[src/rtl/wam_pkg.sv]
// Shared constants for the whack-a-mole display path: game state codes, 7-segment
// glyphs (active-low {g,f,e,d,c,b,a}) and the digit count of the multiplexed display.
package wam_pkg;

    localparam logic [2:0] ST_IDLE     = 3'd0;
    localparam logic [2:0] ST_GAMEPLAY = 3'd1;
    localparam logic [2:0] ST_END      = 3'd2;

    localparam logic [6:0] SEG_BLANK = 7'b1111111;
    localparam logic [6:0] SEG_I     = 7'b1111001;
    localparam logic [6:0] SEG_P     = 7'b0001100;
    localparam logic [6:0] SEG_E     = 7'b0000110;
    localparam logic [6:0] SEG_DASH  = 7'b0111111;

    localparam int NUM_DIGITS = 4;

    function automatic logic [6:0] state_glyph(input logic [2:0] st);
        case (st)
            ST_IDLE:     state_glyph = SEG_I;
            ST_GAMEPLAY: state_glyph = SEG_P;
            ST_END:      state_glyph = SEG_E;
            default:     state_glyph = SEG_DASH;
        endcase
    endfunction

endpackage

[src/rtl/seg7_decoder.sv]
// Combinational BCD to active-low 7-segment decoder; codes above 9 show a dash.
module seg7_decoder
    import wam_pkg::*;
(
    input  logic [3:0] value,
    output logic [6:0] seg
);

    always_comb begin
        case (value)
            4'd0:    seg = 7'b1000000;
            4'd1:    seg = 7'b1111001;
            4'd2:    seg = 7'b0100100;
            4'd3:    seg = 7'b0110000;
            4'd4:    seg = 7'b0011001;
            4'd5:    seg = 7'b0010010;
            4'd6:    seg = 7'b0000010;
            4'd7:    seg = 7'b1111000;
            4'd8:    seg = 7'b0000000;
            4'd9:    seg = 7'b0010000;
            default: seg = SEG_DASH;
        endcase
    end

endmodule

[src/rtl/wam_display_driver.sv]
// Scans score/lives/state onto a 4-digit common-anode display, one digit per refresh slot.
// Optional macro WAM_BLINK_ON_END_EN blinks the whole display while the end screen is shown.
module wam_display_driver
    import wam_pkg::*;
#(
    parameter int REFRESH_DIV = 100000,
    parameter int BLINK_DIV   = 25000000
) (
    input  logic       clk,
    input  logic       reset,
    input  logic       mole,
    input  logic [3:0] score,
    input  logic [3:0] lives,
    input  logic [2:0] state,
    output logic [3:0] an,
    output logic [6:0] seg,
    output logic       led_mole
);

    localparam int CNT_W = $clog2(REFRESH_DIV);
    localparam int IDX_W = $clog2(NUM_DIGITS);

    logic [CNT_W-1:0] refresh_cnt;
    logic [IDX_W-1:0] digit_idx;
    logic [3:0]       snap_score;
    logic [3:0]       snap_lives;
    logic [2:0]       snap_state;

    logic             slot_end;
    logic [3:0]       dec_val;
    logic [6:0]       dec_seg;
    logic [6:0]       seg_next;
    logic [3:0]       an_scan;
    logic             blink_off;

    assign slot_end = (refresh_cnt == CNT_W'(REFRESH_DIV - 1));

    // Digit mux: picks the value for the shared decoder, then overrides with blank/glyph.
    always_comb begin
        dec_val = 4'd0;
        case (digit_idx)
            2'd0: dec_val = (snap_score >= 4'd10) ? (snap_score - 4'd10) : snap_score;
            2'd1: dec_val = 4'd1;
            2'd2: dec_val = (snap_lives > 4'd9) ? 4'd9 : snap_lives;
            default: dec_val = 4'd0;
        endcase
    end

    seg7_decoder u_dec (
        .value (dec_val),
        .seg   (dec_seg)
    );

    always_comb begin
        seg_next = dec_seg;
        if (digit_idx == 2'd1 && snap_score < 4'd10)
            seg_next = SEG_BLANK;
        else if (digit_idx == 2'd3)
            seg_next = state_glyph(snap_state);
    end

    assign an_scan = ~(4'b0001 << digit_idx);

`ifdef WAM_BLINK_ON_END_EN
    localparam int BLINK_W = $clog2(BLINK_DIV);

    logic [BLINK_W-1:0] blink_cnt;
    logic               blink_phase;

    // The blink timer only runs while the end screen is latched, so each end screen starts visible.
    always_ff @(posedge clk) begin
        if (reset || snap_state != ST_END) begin
            blink_cnt   <= '0;
            blink_phase <= 1'b0;
        end else if (blink_cnt == BLINK_W'(BLINK_DIV - 1)) begin
            blink_cnt   <= '0;
            blink_phase <= ~blink_phase;
        end else begin
            blink_cnt <= blink_cnt + 1'b1;
        end
    end

    assign blink_off = (snap_state == ST_END) && blink_phase;
`else
    assign blink_off = 1'b0;
`endif

    always_ff @(posedge clk) begin
        if (reset) begin
            refresh_cnt <= '0;
            digit_idx   <= '0;
            snap_score  <= '0;
            snap_lives  <= '0;
            snap_state  <= '0;
            an          <= 4'b1111;
            seg         <= SEG_BLANK;
            led_mole    <= 1'b0;
        end else begin
            if (slot_end) begin
                refresh_cnt <= '0;
                digit_idx   <= digit_idx + 1'b1;
                // Latch new game values only at the frame boundary to avoid tearing.
                if (digit_idx == IDX_W'(NUM_DIGITS - 1)) begin
                    snap_score <= score;
                    snap_lives <= lives;
                    snap_state <= state;
                end
            end else begin
                refresh_cnt <= refresh_cnt + 1'b1;
            end
            an       <= blink_off ? 4'b1111 : an_scan;
            seg      <= seg_next;
            led_mole <= mole && (state == ST_GAMEPLAY);
        end
    end

endmodule
[config.mk]
export PLATFORM = sky130hd
export DESIGN_NAME = wam_display_driver
export DESIGN_NICKNAME = d
export VERILOG_FILES = /design/src/rtl/wam_pkg.sv /design/src/rtl/seg7_decoder.sv /design/src/rtl/wam_display_driver.sv
export SDC_FILE = /design/constraint.sdc
export NUM_CORES = 1
export LEC_CHECK = 0
export CORE_UTILIZATION = 57
export CTS_BUF_LIST = sky130_fd_sc_hd__clkbuf_4
export CTS_CLUSTER_SIZE = 25
export DETAILED_ROUTE_END_ITERATION = 8
export HOLD_SLACK_MARGIN = 0.12
export PLACE_DENSITY = 0.82
export SYNTH_ARGS = -nofsm -noshare
export SYNTH_HDL_FRONTEND = slang
export SYNTH_SLANG_ARGS = --single-unit
export TNS_END_PERCENT = 5
[constraint.sdc]
create_clock -name clk -period 2.4 [get_ports clk]
set_input_delay 0.24 -clock clk [delete_from_list [all_inputs] [get_ports clk]]
set_output_delay 0.24 -clock clk [all_outputs]
set_load 0.005 [all_outputs]
### Word level (Yosys, flattened, before mapping)

Memory sizes are Yosys's and may differ from the RTL's.
Index checks and enable logic that the tools add are counted.
Widths: inputs -> output; s select.

| word-level totals | value |
|---|---|
| bits in writable memories | 0 |
| bits in latches | 0 |
| register bits | 42 |
| input bits | 14 |
| output and inout bits | 12 |
| logic and storage cells | 36 |
| memories kept | 1 |
| memory bits (read-only) | 112 |

| cells by class | value |
|---|---|
| $lt $le $gt $ge | 3 |
| bitwise logic cells | 1 |
| shift-type cells | 1 |
| reduce and logical (&&, ||, !) cells | 7 |
| mux-type cells | 5 |
| equality and inequality tests | 7 |
| multiply operators | 0 |
| add/sub/neg operators | 3 |
| divide/modulo/power cells | 0 |

Memory list:

| name | words | width | read ports | clocked after Yosys merged registers in | wr ports | line | source |
|---|---|---|---|---|---|---|---|
| (no name shown) | 16 | 7 | 1 | 0 | 0 | seg7_decoder.sv:10 | `case (value)` |

Operator list:

| operator | number |
|---|---|
| $pmux 7 s3 | 1 |
| $add 17x1->17 const B | 1 |
| $eq 17x17->1 const B | 1 |
| $pmux 4 s3 | 1 |
| $mux 4 | 2 |
| $mux 7 | 1 |
| $eq 3x1->1 const B | 2 |
| $eq 2x2->1 const B | 2 |
| $ge 4x4->1 const B | 1 |
| $gt 4x4->1 const B | 1 |
| $lt 4x4->1 const B | 1 |
| $not 4->4 | 1 |
| $reduce_or 2->1 | 2 |
| $shl 1x2->4 const A | 1 |
| $sub 4x4->4 const B | 1 |
| $eq 3x2->1 const B | 1 |
| $logic_not 3->1 | 1 |
| $add 2x1->2 const B | 1 |
| $eq 2x1->1 const B | 1 |
| $logic_and 1x1->1 | 2 |
| $logic_not 2->1 | 1 |
| $reduce_and 2->1 | 1 |

### Depth between registers and ports, before layout

Gate-level depths: netlist of run 1.
An unclocked memory read counts as a cell.

| logic depth | value |
|---|---|
| depth after elaboration | 5 |
| depth in mapped cells | 11 |
| depth with buffers taken out | 10 |

### Modules after synthesis

Synthesis of run 1 repeated with hierarchy kept, for this count alone.

| unflattened totals | value |
|---|---|
| cells, all modules | 253 |
| area, all modules | 2,287.2 um2 |

Modules (own cells, without submodules):

| module | area an instance (um2) | cells an instance | times used | seq. area each (um2) |
|---|---|---|---|---|
| wam_display_driver | 2,063.2 | 222 | 1 | 840.8 |
| seg7_decoder | 224.0 | 31 | 1 | 0.0 |

### Worst setup path after synthesis of run 1

OpenSTA, ideal clock, no wires.

| path | value |
|---|---|
| path type | register to register |
| start point | register digit_idx[0] |
| end point | register seg[3] |
| library setup time | 0.135 ns |
| buffers on the path | 1 |
| arrival time | 1.954 ns |
| period minus slack after synthesis | 2.090 ns |
| required time | 2.265 ns |
| stages on the path, launching flop included | 12 |
| slack | 0.310 ns |
| cell sequence | dfxtp_1 -> inv_1 -> ha_1 -> clkbuf_2 -> a211oi_1 -> a211o_1 -> inv_1 -> ha_1 -> inv_1 -> a211oi_1 -> a2111oi_0 -> o311ai_1 |

| between the ends | value |
|---|---|
| longest elaborated chain between the ends | 4 |
| elaborated cells on any way between the ends | 9 |
| classes of those cells | 3 x eq/ne; 2 x mux; 3 x reduce/logical; 1 x memory |

RTL lines:

| element | line | source |
|---|---|---|
| start, declared | wam_display_driver.sv:24 | `logic [IDX_W-1:0] digit_idx;` |
| start signal, assigned | wam_display_driver.sv:101 | `digit_idx <= digit_idx + 1'b1;` |
| $eq 2x2->1, or another cell as far along | wam_display_driver.sv:41 | `case (digit_idx)` |
| $pmux 4 s3 | wam_display_driver.sv:41 |  |
| $mem_v2 16x7 | - |  |
| $mux 7 | wam_display_driver.sv:58 | `else if (digit_idx == 2'd3)` |
| end signal, assigned | wam_display_driver.sv:112 | `seg <= seg_next;` |
| end, declared | wam_display_driver.sv:16 | `output logic [6:0] seg,` |

Several ways; a longest one is shown, not always the timed one.
A chain may end at the register's enable or synchronous reset.

### Worst setup path after layout of run 1

Ends and elaborated chain as after synthesis.

==> results.yml, run 1 <==
layout:
  fin_cells: 306
  layout.nets: 285
  layout-area-overhead-vs-synth_pct: 18.0
  num-fill-cells: 280
  diodes: 0
  layout_commonest_cell: "dfxtp_1"
  layout-drive-gt1-share: 0.112
  most-common-layout-cells: "dfxtp_1 (42), clkdlybuf4s50_1 (25), nor2_1 (20)"
power:
  p_clk_frac: 0.309
  combPwrFrac: 0.063
  ir_drop_v: 0.000367
  p_leak_nw: 0.978
  seqPwrFrac: 0.629
  power_mw: 1.14
  power.density_nw_per_um2: 446
  p_int_mw: 0.882
  switching_share: 0.223
  p_switching_mw: 0.253
global_routing:
  grtUsageTotal: 0.241
  grt_pass1_vias: 1672
  grt_overflow: 0
  grt_first_pass_wirelength_um: 7490
  antenna_found_initial: 0
  grt_max_degree: 24
timing:
  drv_slew: 0
  final.period_utilization: 0.945
  maxSlewHeadroom: 0.545
  final_hold_viol_count: 0
  fin_skew_ns: 0.00673
  period_needed_ns: 2.27
  rsz0062_at_grt: "no"
  setup_viol: 0
  fmax_mhz: 441
  tightest_slew_ns: 0.682
clock_network:
  cts_htree_levels: 2
  clock_latency_ns: 0.35
  max-clock-path-buffers: 2
  root_buffer: "clkbuf_4"
  cts.sinks: 42
  cts_tree: "built"
  numCtsBuffers: 5
  clkTransAtPathRegs_ns: 0.12
logic_synthesis:
  synth_seq_cells: 42
  yosys_warnings: 0
  synth_edf_count: 0
  synth-async-reset-ratio: 0
  syn-cell-area_um2: 2160
  synthCells: 231
  netlist-cell-type-count: 56
  synth.net_count: 256
  ys_seq_area_frac: 0.390
  syn_avg_cell_area_um2: 9.33
  synth_top_flop_cell: "dfxtp_1"
drt:
  drt-pass1-iter-count: 4
  vias: 1799
  viasPerCell: 5.88
  antenna_left: 0
  wirelength_um: 4530
  drc: 0
  routedWlPerCell_um: 14.8
  drt_iter0_markers: 154
placement:
  port-buffer-count: 25
  gp_congestion: 0.922
  dpl.hpwl_um: 3400
  place_inst: 297
worst_setup_path:
  cp-start-kind: "flip-flop"
  arrival_ns: 2.50
  crit_required_ns: 2.63
  startpoint: "digit_idx[0]"
  critPathMaxFanout: 8
  path_class: "flip-flop to flip-flop"
  end_kind: "flip-flop"
  r2r-start: "digit_idx[0]"
floorplanning:
  coreArea_um2: 3470
  initial_core_util: 0.622
  die_w_um: 63.5
  die_h_um: 63.5
  die_area_um2: 4030
  rows: 21
  io_pins: 26
worst_hold_path:
  hold_class: "flip-flop to flip-flop"
  hold_path.startpoint: "refresh_cnt[0]"
status:
  outcome: "completed"
job:
  drv_cap: 0
-- synth_stat cells, types with 3 or more instances --
cell       n  area, um2
a21oi_1   11       55.1
o21ai_0    7       35.0
o311a_1    9       90.1
inv_1     13       48.8
nand2_1    8       30.0
nor2_1    20       75.1
a31o_1     9       78.8
xor2_1     8       70.1
a21o_1     3       22.5
buf_2      3       15.0
xnor2_1    6       52.6
and4_1     4       35.0
nand4_1    4       25.0
nor3_1     4       20.0
or3_1      3       18.8
clkbuf_1   6       22.5
dfxtp_1   42        841
a211oi_1   4       30.0
nand3_1   10       50.1
ha_1      11        138
-- critical path, cell delays in order, from the launching register on --
cell       delay, ns
dfxtp_1         0.39
inv_1           0.09
ha_2            0.24
a211oi_1        0.28
a211o_1         0.26
inv_1           0.09
ha_1            0.19
inv_1           0.09
a211oi_2        0.06
a2111oi_1       0.34
o311ai_1        0.12
-- layout make-up --
cell class | instances | area (um2) | share of cell area
multi-input cells | 164 | 1230 | 0.482
inverters | 13 | 48.8 | 0.0192
well taps | 46 | 57.6 | 0.0226
clock buffers | 7 | 52.6 | 0.0207
repair buffers | 34 | 318 | 0.125
flip-flops and latches | 42 | 841 | 0.331
-- what timing repair did --
| item | 4_1_cts | 5_1_grt |
|---|---|---|
| gates resized for setup | 1 | 5 |
| hold buffers | 0 | 0 |
| endpoints found under the setup margin | 1 | 2 |
| setup buffers | 0 | 2 |
| pin swaps | 0 | 2 |
-- logic make-up after synthesis --
| logic type | after synthesis | share of synthesized area |
|---|---|---|
| xor gates and xnor gates | 14 | 0.0569 |
| buffers and inverters | 25 | 0.0511 |
| AOI/OAI and AO/OA | 63 | 0.226 |
| muxes | 3 | 0.0151 |
| DFF | 42 | 0.390 |
| and+or+nand+nor | 73 | 0.197 |
| adders and majority gates | 11 | 0.0638 |
-- power groups by stage --
stage / Clock (mW) / Sequential, mW / Combinational, mW
finish: 0.350 / 0.714 / 0.0713
global placement: 0 / 0.730 / 0.0708
floorplan: 0 / 0.730 / 0.0278
detailed placement: 0 / 0.730 / 0.0717
CTS: 0.361 / 0.714 / 0.0719
global route: 0.387 / 0.715 / 0.0790
-- routing by layer --
metal  vias to the layer above  wire length [um]  part of all wire  track usage
li1                        914                 -                 -            -
met1                       838              2070              0.46        0.285
met2                        39              2230              0.49        0.419
met3                         8               157             0.035       0.0489
met4                         0                67             0.015       0.0966
met5                         -                 0                 0            0
-- stage by stage --
step	utilization	setup TNS, ns	worst slack (ns)	instance area (um2)	hold slack (ns)
after floorplan	-	0	0.310	2160	0.374
after global placement	0.708	0	0.214	2450	0.441
after detailed placement	0.708	-0.0307	-0.0307	2450	0.453
after CTS	0.723	0	0.0397	2510	0.477
after global routing	0.733	0	0.00396	2540	0.490
final	0.733	0	0.133	2540	0.477
-- registers in the layout, summed over array words and instances, names as in the netlist --
| register | cells |
|---|---|
| refresh_cnt | 17 |
| snap_state | 3 |
| an | 4 |
| seg | 7 |
| snap_lives | 4 |
| led_mole | 1 |
| snap_score | 4 |
| digit_idx | 2 |
-- path summary, 6_finish.rpt --
path | endpoint | slack (ns) | cells past startpoint
setup / recovery | seg[3] | 0.13 | 10
hold / removal | refresh_cnt[0] | 0.48 | 1
setup reg to reg | seg[3] | 0.13 | 10
hold reg to reg | refresh_cnt[0] | 0.48 | 1
No activity file was read; power rests on OpenSTA's default activity.
==> inputs of run 2 (changes only) <==
GPL_TIMING_DRIVEN = 0   (was default)
clock period = 2.3 ns   (was 2.4 ns; I/O delays follow)
==> results.yml, run 2 (synthesis gave the netlist of run 1 again) <==
status:
  outcome: "completed"
clock_network:
  hold_buffers: 0
  cts_tree: "built"
  cts_htree_levels: 2
  clock_latency_ns: 0.35
  cts.sinks: 42
  numCtsBuffers: 5
  clkTransAtPathRegs_ns: 0.13
  root_buffer: "clkbuf_4"
  max-clock-path-buffers: 2
drt:
  drt_iter0_markers: 158
  drt-pass1-iter-count: 4
  drc: 0
  viasPerCell: 6.00
  antenna_left: 0
  wirelength_um: 4670
  vias: 1902
  routedWlPerCell_um: 14.7
layout:
  multi_input_area_um2: 1260
  layout.nets: 295
  layout_commonest_cell: "dfxtp_1"
  largest_register_ffs: 17
  top_register: "refresh_cnt"
  most-common-layout-cells: "dfxtp_1 (40), clkdlybuf4s50_1 (25), nor2_1 (19)"
  fin_cells: 317
  diodes: 0
  fin_area_um2: 2640
  largestRegisters: "refresh_cnt: 17 flops, seg: 7 flops"
  ff_latch_area_um2: 846
  layout-area-overhead-vs-synth_pct: 22.6
  num-fill-cells: 265
  postLayoutCoreUtil: 0.762
  layout-drive-gt1-share: 0.155
floorplanning:
  coreArea_um2: 3470
  rows: 21
  die_w_um: 63.5
  die_h_um: 63.5
  io_pins: 26
  die_area_um2: 4030
  initial_core_util: 0.622
worst_hold_path:
  hold_class: "primary input to flip-flop"
  hold_path.startpoint: "lives[1]"
  worst_hold_path.endpoint: "snap_lives[1]"
  hold-path-cell-count: 2
power:
  power_mw: 1.18
  power.density_nw_per_um2: 446
  ir_drop_v: 0.000311
  p_leak_nw: 1.02
worst_setup_path:
  critPathMaxFanout: 8
  cp-start-kind: "flip-flop"
  reg2reg_depth: 11
  r2r-end: "seg[3]"
  startpoint: "digit_idx[0]"
  end_kind: "flip-flop"
  arrival_ns: 2.46
  r2r-start: "digit_idx[0]"
  path_class: "flip-flop to flip-flop"
  crit_required_ns: 2.53
  r2r_setup_slack_ns: 0.07
timing:
  final.period_utilization: 0.969
  final_hold_viol_count: 0
  fin_skew_ns: 0.0109
  fmax_mhz: 449
  maxSlewHeadroom: 0.665
  tightest_slew_ns: 0.503
  drv_slew: 0
  setup_tns_ns: 0
  setup_viol: 0
  period_needed_ns: 2.23
global_routing:
  grt_max_degree: 13
  grt_first_pass_wirelength_um: 7790
  antenna_found_initial: 0
  grtUsageTotal: 0.248
  grt_overflow: 0
  grt_pass1_vias: 1708
placement:
  place_inst: 302
  gp_congestion: 0.837
  place_area_um2: 2460
  dpl.hpwl_um: 3300
  port-buffer-count: 25
job:
  drv_cap: 0
-- run 2: cell types whose count changed in the layout (fill, tap and decap cells not counted), moves of 2 or more --
| cell | previous run | this run |
|---|---|---|
| clkbuf_1 | 0 | 5 |
| buf_6 | 0 | 2 |
| inv_2 | 0 | 4 |
| inv_1 | 13 | 9 |
| dfxtp_1 | 42 | 40 |
| buf_2 | 0 | 3 |
-- run 2: stage by stage --
stage                     setup slack, ns  hold WS (ns)
final                              0.0714         0.477
after detailed placement           -0.226         0.453
after floorplan                     0.210         0.364
after global placement            -0.0703         0.442
after CTS                         0.00522         0.474
after global routing              -0.0623         0.462
-- run 2: worst max-delay path: stages, from the launching register on --
cell       delay [ns]
dfxtp_4          0.37
inv_2            0.07
ha_1             0.16
buf_6            0.13
nand4b_1         0.19
a31oi_4          0.29
inv_2            0.07
ha_1             0.21
inv_2            0.09
nor2_2           0.06
a2111oi_4        0.31
o311ai_1         0.15
-- run 2: area by class of cell --
| type | count | share of cell area |
|---|---|---|
| Clock inverter | 2 | 0.00331 |
| Inverter | 13 | 0.0185 |
| Tap cell | 46 | 0.0218 |
| Multi-Input combinational cell | 164 | 0.479 |
| Timing Repair Buffer | 32 | 0.115 |
| Buffer | 12 | 0.0260 |
| Clock buffer | 6 | 0.0170 |
| Sequential cell | 42 | 0.320 |
-- run 2: how the worst max path moves through the flow --
stage              to
6_report       seg[3]
4_1_cts        seg[3]
2_1_floorplan  seg[3]
5_1_grt        seg[6]
3_3_place_gp   seg[0]
3_5_place_dp   seg[3]
-- run 2: report_power, final --
part           internal (mW)  switching, mW  total [mW]  leakage [nW]
clock                  0.127          0.232       0.359        0.0331
sequential             0.737        0.00593       0.743         0.343
combinational         0.0423         0.0326      0.0748         0.645
-- run 2: repair_timing --
| action | CTS | global route |
|---|---|---|
| setup buffers | 2 | 5 |
| endpoints found under the hold margin | 0 | 0 |
| pin swaps | 2 | 4 |
| gates cloned | 0 | 0 |
| resized for setup | 8 | 16 |
| setup endpoints to repair | 2 | 5 |
-- run 2: per-layer routing --
layer | part of all wire | routed length, um | global-route usage | vias to the layer above
li1 | - | - | - | 938
met4 | 0.011 | 53 | 0.0795 | 0
met5 | 0 | 0 | 0 | -
met1 | 0.46 | 2160 | 0.309 | 910
met2 | 0.48 | 2260 | 0.412 | 47
met3 | 0.043 | 203 | 0.0634 | 7
